## src/rtl/surf_cmd_pkg.sv

```systemverilog
// SURF command word format: field layout, run-command encoding and parity helper.
// Shared by the command builder and anything decoding the word downstream.
package surf_cmd_pkg;

   localparam int unsigned CMD_W       = 32;
   localparam int unsigned TRIG_TIME_W = 15;
   localparam int unsigned MSG_W       = 8;
   localparam int unsigned RUNCMD_W    = 2;
   localparam int unsigned PHASE_W     = 3;

   localparam int unsigned TRIG_TIME_LSB  = 0;
   localparam int unsigned TRIG_VALID_BIT = 15;
   localparam int unsigned MSG_LSB        = 16;
   localparam int unsigned MSG_VALID_BIT  = 24;
   localparam int unsigned RUNCMD_LSB     = 25;
   localparam int unsigned PARITY_BIT     = 31;

   // Phase at whose clock edge the word is built; the CIN side samples at the next phase.
   localparam logic [PHASE_W-1:0] BUILD_PHASE = 3'd6;

   // Link-training pattern, kept next to the word format it must stay distinct from.
   localparam logic [CMD_W-1:0] CMD_TRAIN = 32'h5A5A_0F0F;

   typedef enum logic [RUNCMD_W-1:0] {
      RUNCMD_NOP   = 2'd0,
      RUNCMD_RESET = 2'd1,
      RUNCMD_START = 2'd2,
      RUNCMD_STOP  = 2'd3
   } runcmd_e;

   typedef struct packed {
      logic                   parity;
      logic [3:0]             rsvd;
      runcmd_e                runcmd;
      logic                   msg_valid;
      logic [MSG_W-1:0]       msg;
      logic                   trig_valid;
      logic [TRIG_TIME_W-1:0] trig_time;
   } cmd_word_t;

   // Assemble a word; the top bit makes the total count of ones even.
   function automatic logic [CMD_W-1:0] build_cmd(
      input logic                   trig_v,
      input logic [TRIG_TIME_W-1:0] trig_time,
      input logic                   msg_v,
      input logic [MSG_W-1:0]       msg,
      input runcmd_e                runcmd
   );
      cmd_word_t        w;
      logic [CMD_W-1:0] raw;
      w            = '0;
      w.trig_valid = trig_v;
      w.trig_time  = trig_v ? trig_time : '0;
      w.msg_valid  = msg_v;
      w.msg        = msg_v ? msg : '0;
      w.runcmd     = runcmd;
      raw          = w;
      raw[PARITY_BIT] = ^raw[PARITY_BIT-1:0];
      return raw;
   endfunction

endpackage

```

## src/rtl/surf_cmd_trig_fifo.sv

```systemverilog
// Synchronous trigger-time FIFO with first-word-fall-through head.
// A push while full is accepted only when a pop happens on the same edge.
module surf_cmd_trig_fifo #(
   parameter int unsigned DEPTH = 4,
   parameter int unsigned WIDTH = 15
) (
   input  logic             sysclk_i,
   input  logic             rst_i,
   input  logic             push,
   input  logic [WIDTH-1:0] din,
   input  logic             pop,
   output logic [WIDTH-1:0] head,
   output logic             full,
   output logic             empty
);

   localparam int unsigned AW = (DEPTH > 1) ? $clog2(DEPTH) : 1;
   localparam int unsigned CW = AW + 1;

   logic [WIDTH-1:0] mem [DEPTH];
   logic [AW-1:0]    wr_ptr;
   logic [AW-1:0]    rd_ptr;
   logic [CW-1:0]    count;
   logic             push_ok;
   logic             pop_ok;

   assign full    = (count == CW'(DEPTH));
   assign empty   = (count == '0);
   assign pop_ok  = pop & ~empty;
   assign push_ok = push & (~full | pop_ok);
   assign head    = mem[rd_ptr];

   always_ff @(posedge sysclk_i) begin
      if (push_ok) mem[wr_ptr] <= din;
   end

   // Pointers wrap naturally because DEPTH is a power of two.
   always_ff @(posedge sysclk_i) begin
      if (rst_i) begin
         wr_ptr <= '0;
         rd_ptr <= '0;
         count  <= '0;
      end else begin
         if (push_ok) wr_ptr <= wr_ptr + AW'(1);
         if (pop_ok)  rd_ptr <= rd_ptr + AW'(1);
         count <= count + CW'(push_ok) - CW'(pop_ok);
      end
   end

endmodule

```

## src/rtl/surf_command_builder.sv

```systemverilog
// Builds one SURF command word per 8-clock slot from triggers, run commands and
// message bytes; phase tracking mirrors the CIN interface on the shared sync.
module surf_command_builder
   import surf_cmd_pkg::*;
#(
   parameter int unsigned TRIG_FIFO_DEPTH = 4
) (
   input  logic                   sysclk_i,
   input  logic                   rst_i,
   input  logic                   sync_i,
   input  logic                   enable_i,
   input  logic                   trig_valid_i,
   input  logic [TRIG_TIME_W-1:0] trig_time_i,
   output logic                   trig_overflow_o,
   input  logic                   runcmd_valid_i,
   input  logic [RUNCMD_W-1:0]    runcmd_i,
   output logic                   runcmd_lost_o,
   input  logic [MSG_W-1:0]       msg_tdata_i,
   input  logic                   msg_tvalid_i,
   output logic                   msg_tready_o,
   input  logic                   clear_i,
   output logic [CMD_W-1:0]       command_o
);

   logic [PHASE_W-1:0]     phase_q, phase_d;
   logic [CMD_W-1:0]       cmd_q, cmd_d;
   runcmd_e                pend_q, pend_d;
   logic                   ovf_q, ovf_d;
   logic                   lost_q, lost_d;

   logic                   slot_build;
   logic                   slot_take;
   logic                   msg_xfer;
   logic                   fifo_pop;
   logic                   fifo_full;
   logic                   fifo_empty;
   logic [TRIG_TIME_W-1:0] fifo_head;
   logic                   runcmd_strobe;

   surf_cmd_trig_fifo #(
      .DEPTH (TRIG_FIFO_DEPTH),
      .WIDTH (TRIG_TIME_W)
   ) u_trig_fifo (
      .sysclk_i (sysclk_i),
      .rst_i    (rst_i),
      .push     (trig_valid_i),
      .din      (trig_time_i),
      .pop      (fifo_pop),
      .head     (fifo_head),
      .full     (fifo_full),
      .empty    (fifo_empty)
   );

   // Next-state: phase, word build, pending run command and sticky flags.
   always_comb begin
      phase_d       = sync_i ? PHASE_W'(1) : phase_q + PHASE_W'(1);
      cmd_d         = cmd_q;
      pend_d        = pend_q;
      ovf_d         = ovf_q;
      lost_d        = lost_q;
      slot_build    = (phase_q == BUILD_PHASE);
      slot_take     = slot_build & enable_i;
      msg_xfer      = slot_take & msg_tvalid_i;
      fifo_pop      = slot_take & ~fifo_empty;
      runcmd_strobe = runcmd_valid_i & (runcmd_e'(runcmd_i) != RUNCMD_NOP);

      if (slot_build) begin
         cmd_d = slot_take ? build_cmd(fifo_pop, fifo_head, msg_xfer, msg_tdata_i, pend_q)
                           : '0;
      end

      // A strobe landing on the consuming edge simply becomes the next pending command.
      if (slot_take) pend_d = RUNCMD_NOP;
      if (runcmd_strobe) begin
         if ((pend_q != RUNCMD_NOP) && !slot_take) lost_d = 1'b1;
         pend_d = runcmd_e'(runcmd_i);
      end
      if (clear_i && !(runcmd_strobe && (pend_q != RUNCMD_NOP) && !slot_take)) lost_d = 1'b0;

      if (clear_i) ovf_d = 1'b0;
      if (trig_valid_i && fifo_full && !fifo_pop) ovf_d = 1'b1;
   end

   always_ff @(posedge sysclk_i) begin
      if (rst_i) begin
         phase_q <= '0;
         cmd_q   <= '0;
         pend_q  <= RUNCMD_NOP;
         ovf_q   <= 1'b0;
         lost_q  <= 1'b0;
      end else begin
         phase_q <= phase_d;
         cmd_q   <= cmd_d;
         pend_q  <= pend_d;
         ovf_q   <= ovf_d;
         lost_q  <= lost_d;
      end
   end

   // Ready is the accept window itself, so it tracks enable_i within the build cycle.
   assign msg_tready_o    = slot_take;
   assign command_o       = cmd_q;
   assign trig_overflow_o = ovf_q;
   assign runcmd_lost_o   = lost_q;

endmodule

```

## config.mk

```make
export PLATFORM = sky130hd
export DESIGN_NAME = surf_command_builder
export DESIGN_NICKNAME = d
export VERILOG_FILES = /design/src/rtl/surf_cmd_pkg.sv /design/src/rtl/surf_cmd_trig_fifo.sv /design/src/rtl/surf_command_builder.sv
export SDC_FILE = /design/constraint.sdc
export NUM_CORES = 1
export LEC_CHECK = 0
export BUFFER_PORTS_ARGS = -buffer_cell sky130_fd_sc_hd__buf_2
export CORE_ASPECT_RATIO = 0.9
export CORE_UTILIZATION = 40
export DETAILED_ROUTE_END_ITERATION = 8
export GPL_ROUTABILITY_DRIVEN = 0
export SYNTH_ARGS = -nofsm -noshare
export SYNTH_HDL_FRONTEND = slang
export SYNTH_SLANG_ARGS = --single-unit
```

## constraint.sdc

```tcl
create_clock -name sysclk_i -period 2.9 [get_ports sysclk_i]
set_clock_uncertainty 0.1 [all_clocks]
set_input_delay 0.29 -clock sysclk_i [delete_from_list [all_inputs] [get_ports sysclk_i]]
set_output_delay 0.29 -clock sysclk_i [all_outputs]
set_load 0.01 [all_outputs]
```

# Yosys cells after proc, flatten, opt, wreduce, memory -nomap -nowiden
# Memories as Yosys holds them, arrays and structs flattened. A register that Yosys moved wholly into a read port is not among the register bits.
# Cells that the tools add are included.
totals:
  ff_bits: 46
  latch_bits: 0
  mem_bits_rw: 60
  rom_bits: 0
  input_bits: 33
  output_inout_bits: 35
  word_cells: 56
  memories: 1
mem_list:
  columns: ["name", "depth", "width", "read_ports", "rd_clocked_by_memory_dff", "wr", "line", "text"]
  rows:
  - ["u_trig_fifo.mem", 4, 15, 1, 1, 1, "surf_cmd_trig_fifo.sv:20", "logic [WIDTH-1:0] mem [DEPTH];"]
op_classes:
  addsub: 5
  mul: 0
  div_mod_pow: 0
  magnitude_cmp: 0
  eq_ne: 2
  shift: 0
  muxes: 12
  bitwise_logic: 9
  reduce_logical: 18
ops:
  columns: ["op", "count"]
  rows:
  - ["32-bit 2-to-1 mux", 1]
  - ["31-bit XOR reduction", 1]
  - ["15-bit 2-to-1 mux", 1]
  - ["2-bit 2-to-1 mux", 4]
  - ["8-bit 2-to-1 mux", 1]
  - ["2-bit nonzero test", 4]
  - ["1-bit bitwise AND", 6]
  - ["3-bit equality test, second input constant", 2]
  - ["1-bit logical AND", 6]
  - ["1-bit 2-to-1 mux", 5]
  - ["2-bit by 1-bit adder with 2-bit output, second input constant", 2]
  - ["2-bit OR reduction", 2]
  - ["3-bit by 1-bit adder with 3-bit output", 1]
  - ["3-bit by 1-bit adder with 3-bit output, second input constant", 1]
  - ["1-bit zero test", 3]
  - ["3-bit zero test", 1]
  - ["3-bit by 1-bit subtractor with 3-bit output", 1]
  - ["1-bit NOT", 2]
  - ["2-bit AND reduction", 1]
  - ["1-bit bitwise OR", 1]

# Longest topological paths before layout
# Gate-level depths: netlist of the first run.
logic_depth:
  depth_word: 8
  mapped_depth: 13
  mapped_depth_nobuf: 12

# By module
# From an unflattened synthesis of the first run, not the netlist that was laid out.
hier_totals:
  cells_unflattened: 291
  hier_area_um2: 4215.3
by_module_without_submodules:
  columns: ["module", "n_inst", "cells_each", "area_each_um2"]
  rows:
  - ["surf_cmd_trig_fifo", 1, 125, 2707.6]
  - ["surf_command_builder", 1, 166, 1507.7]

# Worst setup path after synthesis of the first run
# No wires, ideal clock.
synth_timing:
  path_type: "reg2reg"
  startpoint: "register phase_q[0]"
  endpoint: "register u_trig_fifo.count[2]"
  setup_time_ns: 0.128
  t_arrival_ns: 2.647
  required_time_ns: 2.672
  slack_ns: 0.026
  stages_incl_launch_ff: 14
  synth_period_minus_slack_ns: 2.874
  cell_sequence: "dfxtp_1 inv_1 ha_1 nand3_2 nor2_1 clkbuf_1 ha_1 inv_1 ha_1 inv_1 fa_1 xor2_1 xnor2_1 nor2_1"
synth_between:
  elab_chain_len: 8
synth_lines:
  columns: ["element", "line", "text"]
  rows:
  - ["start: declaration", "surf_command_builder.sv:25", "logic [PHASE_W-1:0] phase_q, phase_d;"]
  - ["start signal: assignment", "surf_command_builder.sv:92", "phase_q <= phase_d;"]
  - ["3-bit equality test (*)", "surf_command_builder.sv:61", "slot_build = (phase_q == BUILD_PHASE);"]
  - ["1-bit bitwise AND (*)", "surf_command_builder.sv:62", "slot_take = slot_build & enable_i;"]
  - ["1-bit bitwise AND (*)", "surf_command_builder.sv:64", "fifo_pop = slot_take & ~fifo_empty;"]
  - ["1-bit bitwise AND (*)", "surf_cmd_trig_fifo.sv:29", "assign pop_ok = pop & ~empty;"]
  - ["1-bit bitwise OR", "surf_cmd_trig_fifo.sv:30", "assign push_ok = push & (~full | pop_ok);"]
  - ["1-bit bitwise AND", "surf_cmd_trig_fifo.sv:30", null]
  - ["3-bit by 1-bit adder with 3-bit output", "surf_cmd_trig_fifo.sv:46", "count <= count + CW'(push_ok) - CW'(pop_ok);"]
  - ["3-bit by 1-bit subtractor with 3-bit output (*)", "surf_cmd_trig_fifo.sv:46", null]
  - ["end signal: assignment", "surf_cmd_trig_fifo.sv:46", null]
  - ["end: declaration", "surf_cmd_trig_fifo.sv:23", "logic [CW-1:0] count;"]
# Every way passes the cells marked *; elsewhere a longest branch is shown, timed or not.
# A chain may end at the register's enable or synchronous reset.

==> results.json, run 1 <==
{
  "status": "completed",
  "min_path_type": "in2reg",
  "post_drt_wl_per_cell_um": 15.2,
  "cellPowerDensity_mw_per_mm2": 662,
  "synth_warnings": 0,
  "cts.clk_slew.worst_paths_ns": 0.07,
  "hold_buffers": 0,
  "fin_crit_ns": 2.53,
  "synth-adder-area-share_pct": 2.92,
  "grt_pass1_wl_um": 11900,
  "first_iter_violations": 115,
  "cp-end-kind": "flop",
  "crit_path_max_fanout": 11,
  "dp_hpwl_um": 5110,
  "track_usage_pct": 15.0,
  "grt_pass1_vias": 2324,
  "final_common_cell": "buf_2",
  "hold_path.startpoint": "sync_i",
  "syn_area_per_cell_um2": 14.3,
  "max_freq_ghz": 0.395,
  "clk_path_buf_depth": 2,
  "core_mm2": 0.00983,
  "rsz0062_at_grt": "false",
  "peakVddDrop_mv": 0.312,
  "fillers": 881,
  "slew_violations": 0,
  "cts.sinks": 104,
  "setup_viol": 0,
  "cts_resized": 0,
  "fin_nets": 402,
  "drive_above_1_share_pct": 28.5,
  "io_pins": 68,
  "area_growth_pct": 18.1,
  "async_flop_share_pct": 0,
  "antenna_left": 0,
  "cts_buffers": 9,
  "overflow": 0,
  "netlist-cell-type-count": 36,
  "critPathRequiredTime_ns": 3.06,
  "r2r_end": "command_o[31]$_SDFFE_PP0N_",
  "worstRegToRegCells": 8,
  "whs_ns": 0.0540,
  "synth-compound-area-share_pct": 6.38,
  "die_height_um": 98.2,
  "diodes": 0,
  "firstDrtPassIters": 4,
  "r2r_slack_ns": 0.37,
  "synth-simple-area-share_pct": 7.42,
  "p_total_mw": 3.22,
  "numPortBuffers": 63,
  "fin_crit_sh_pct": 87.2,
  "syn_inst": 287,
  "layout_common_cells": "63 x buf_2, 60 x edfxtp_1, 44 x dfxtp_1",
  "max-cap-violations": 0,
  "clockRootBuffer": "clkbuf_16",
  "antenna_found_initial": 0,
  "worstHoldPathCells": 2,
  "hold_end": "phase_q[1]$_SDFF_PP0_",
  "worstSetupStartpointType": "flop",
  "synth-xor-area-share_pct": 6.05,
  "die_w_um": 109,
  "post_cts_buffers": 0,
  "drcViolationCount": 0,
  "syn_area_mm2": 0.00412,
  "rows": 34,
  "synth_top_family_by_area": "multiplexers",
  "synth_edf_count": 60,
  "via_per_inst": 5.00,
  "wl_um": 7440,
  "cts_tree": "built",
  "ys_seq_area_share_pct": 65.2,
  "power_leakage_nw": 1.86,
  "critPathKind": "reg2reg",
  "clkLatencyLatePin_ns": 0.33,
  "crit_arrival_ns": 2.69,
  "dieArea_mm2": 0.0107,
  "fin_tns_setup_ns": 0,
  "ys.flop_type": "edfxtp_1",
  "hold_viol": 0,
  "via_count": 2454,
  "htreeDepth": 3,
  "synth.mux.area_fraction_pct": 8.48,
  "start_util_pct": 41.9,
  "grt_start_max_net_pins": 25,
  "ys_ff_latch": 104
}
critical path: stages, from the launching register on:
cell,delay [ns]
dfxtp_1,0.33
buf_4,0.24
mux4_1,0.62
xnor2_1,0.16
xnor2_1,0.26
xnor3_1,0.38
nor3_2,0.14
nand4bb_1,0.12
o211ai_1,0.10
worst max-delay path by stage:
stage | endpoint | slack [ns] | depth (start not counted)
detailed placement | command_o[31]$_SDFFE_PP0N_ | 0.38 | 8
finish | command_o[31]$_SDFFE_PP0N_ | 0.37 | 8
CTS | command_o[31]$_SDFFE_PP0N_ | 0.33 | 8
global route | command_o[31]$_SDFFE_PP0N_ | 0.22 | 8
global placement | command_o[31]$_SDFFE_PP0N_ | 0.38 | 8
floorplan | u_trig_fifo.count[2]$_SDFF_PP0_ | 0.03 | 13
cells in the mapped netlist (all sizes together) (3+ instances only):
cell     n  share of area (%)
a21oi   11                1.3
a22oi   23                4.2
and2     5               0.76
buf      6                1.5
clkbuf  11                1.1
dfxtp   44                 21
edfxtp  60                 44
ha       8                2.4
inv     10               0.91
mux4    15                8.5
nand2    7               0.64
nand3    3               0.49
nand4    3               0.46
nor2    38                3.5
nor3     6               0.85
xnor2   21                4.7
xor2     4               0.85
per-stage QoR:
step | setup slack [ns] | util, % | instance area, um^2 | cells
final | 0.371 | 49.5 | 4860 | 491
after global routing | 0.223 | 49.5 | 4860 | 491
after CTS | 0.335 | 49.5 | 4860 | 491
after detailed placement | 0.382 | 46.7 | 4590 | 475
after global placement | 0.381 | 46.7 | 4590 | 475
after floorplan | 0.0258 | - | 4130 | 290
sequential cells by signal, indices dropped and copies added, names as in the netlist, 2 cells and up, named ones only:
register / count
u_trig_fifo.wr_ptr: 2
u_trig_fifo.rd_ptr: 2
command_o: 28
phase_q: 3
u_trig_fifo.mem: 60
pend_q: 2
u_trig_fifo.count: 3
logic make-up (layout without fill, tap and decap cells):
group	Yosys count	after routing
DFF	104	104
and+or+nand+nor	66	66
AOI/OAI and AO/OA	39	39
buffers and inverters	27	102
xor gates and xnor gates	26	26
muxes	15	15
adders and majority gates	9	9
other	1	4
cell type report:
cell class,count,area [um^2],share of cell area (%)
Tap cell,126,158,3.24
Inverter,10,37.5,0.772
Clock inverter,7,45.0,0.926
Sequential cell,104,2680,55.2
Timing Repair Buffer,76,413,8.49
Multi-Input combinational cell,159,1300,26.8
Clock buffer,9,225,4.63
routing by layer:
metal	wire, um	GRT usage, %
met1	3400	20.9
met2	3460	22.8
met3	510	4.14
met4	75	4.68
met5	0	0
report_power, final:
part           leakage (nW)  switching, mW  internal, mW
Clock                 0.131          0.508         0.583
Combinational         0.819          0.218         0.200
Sequential            0.906         0.0362          1.67
(Power assumes the default switching activity.)
==> run 2, diff against run 1 <==
Settings changed: RECOVER_POWER set to 25, SKIP_CTS_REPAIR_TIMING set to 1.
==> run 2 against run 1 <==
Against the previous run:
- via count down 0.45%
- sequential cell count did not move
- highest routed layer unchanged
- largest cell class unchanged
- worst setup slack improved by 0.00089 ns
- core utilization decreased by 0.17 points
- critical path type unchanged
- wire length up 0.52%
- final cell count did not move
- hold slack hardly changed
- combinational power barely moved
- non-clock buffer count unchanged
==> results.json, run 2 (synthesized netlist as in run 1, its figures left out) <==
{
  "p_int_mw": 2.45,
  "layout_common_cells": "60 x edfxtp_1, 50 x buf_2, 44 x dfxtp_1",
  "cts_tree": "built",
  "clkLatencyLatePin_ns": 0.34,
  "min_path_type": "in2reg",
  "largest_register_ffs": 60,
  "crit_path_max_fanout": 11,
  "p_sw_share_pct": 23.8,
  "io_pins": 68,
  "dieArea_mm2": 0.0107,
  "final_common_cell": "edfxtp_1",
  "cp-end-kind": "flop",
  "placed_area_mm2": 0.00459,
  "cts_buffers": 9,
  "power_leakage_nw": 1.82,
  "use_met1_pct": 20.9,
  "fin_crit_sh_pct": 87.2,
  "grt-busiest-layer": "met2",
  "max_freq_ghz": 0.395,
  "final_area_mm2": 0.00485,
  "cts.sinks": 104,
  "p_total_mw": 3.22,
  "whs_ns": 0.0535,
  "crit_arrival_ns": 2.69,
  "seq_power_share_pct": 53.1,
  "max-cap-violations": 0,
  "antenna_found_initial": 0,
  "critPathKind": "reg2reg",
  "rsz0062_at_grt": "false",
  "top_register": "u_trig_fifo.mem",
  "critPathRequiredTime_ns": 3.06,
  "track_usage_pct": 15.0,
  "htreeDepth": 3,
  "start_util_pct": 41.9,
  "die_w_um": 109,
  "drcViolationCount": 0,
  "worstRegToRegCells": 8,
  "grt_start_max_net_pins": 25,
  "cellPowerDensity_mw_per_mm2": 664,
  "grt_use_met3_pct": 4.14,
  "status": "completed",
  "first_iter_violations": 142,
  "dp_hpwl_um": 5110,
  "p_switching_mw": 0.766,
  "die_height_um": 98.2,
  "via_count": 2443,
  "setup_viol": 0,
  "worstHoldPathCells": 2,
  "grt_pass1_vias": 2324,
  "area_growth_pct": 17.7,
  "overflow": 0,
  "clockRootBuffer": "clkbuf_16",
  "hold_path.startpoint": "sync_i",
  "post_drt_wl_per_cell_um": 15.2,
  "r2r_slack_ns": 0.37,
  "clk_path_buf_depth": 2,
  "fin_crit_ns": 2.53,
  "core_mm2": 0.00983,
  "via_per_inst": 4.98,
  "rows": 34,
  "grt_pass1_wl_um": 11900,
  "slew_violations": 0,
  "r2r_end": "command_o[31]$_SDFFE_PP0N_",
  "numPortBuffers": 63,
  "hold_end": "phase_q[1]$_SDFF_PP0_",
  "hold_viol": 0,
  "firstDrtPassIters": 4,
  "worstSetupStartpointType": "flop",
  "wl_um": 7480,
  "met2_usage_pct": 22.8,
  "fin_tns_setup_ns": 0,
  "diodes": 0,
  "p_comb_share_pct": 13.0,
  "fin_nets": 402,
  "power_frac_clock_pct": 33.9,
  "cts.clk_slew.worst_paths_ns": 0.07,
  "peakVddDrop_mv": 0.312,
  "drive_above_1_share_pct": 24.9,
  "antenna_left": 0
}
run 2: cell count changes in the layout (fill, tap and decap cells not counted), sizes merged:
cell,change
buf,-13
clkbuf,+13
run 2: layout make-up:
type | instances | area [um^2]
clock buffer | 9 | 225
clock inverter | 7 | 45.0
tap | 126 | 158
fill | 892 | 4980
sequential | 104 | 2680
timing repair buffer | 76 | 397
inverter | 10 | 37.5
multi-input combinational | 159 | 1300
run 2: worst max-delay path by stage:
stage,start,to,slack [ns]
after floorplan,phase_q[0]$_SDFF_PP0_,u_trig_fifo.count[2]$_SDFF_PP0_,0.03
after global placement,flop,command_o[31]$_SDFFE_PP0N_,0.38
after detailed placement,flop,command_o[31]$_SDFFE_PP0N_,0.38
after CTS,flop,command_o[31]$_SDFFE_PP0N_,0.33
after global routing,flop,command_o[31]$_SDFFE_PP0N_,0.22
final,flop,command_o[31]$_SDFFE_PP0N_,0.37
run 2: metal layers:
layer	up-vias	part of all wire, %
li1	1188	-
met1	1178	47
met2	72	46
met3	5	5.9
met4	0	1.0
met5	-	0
run 2: power by group through the flow:
stage	registers [mW]	logic (mW)	clock network, mW
global placement	1.74	0.421	0
finish	1.71	0.418	1.09
CTS	1.71	0.431	1.13
global route	1.72	0.460	1.19
floorplan	1.73	0.304	0
detailed placement	1.74	0.425	0
run 2: critical path, stage by stage, from the launching register on:
cell and delay [ns]:
dfxtp_1 0.33, buf_4 0.24, mux4_1 0.62, xnor2_1 0.16, xnor2_1 0.26, xnor3_1 0.38, nor3_2 0.15, nand4bb_1 0.12
o211ai_1 0.10
run 2: metrics by stage:
| step | std cells | utilization, % | setup WS (ns) |
|---|---|---|---|
| floorplan | 290 | - | 0.0258 |
| finish | 491 | 49.3 | 0.371 |
| CTS | 491 | 49.5 | 0.335 |
| detailed placement | 475 | 46.7 | 0.382 |
| global placement | 475 | 46.7 | 0.381 |
| global route | 491 | 49.3 | 0.223 |
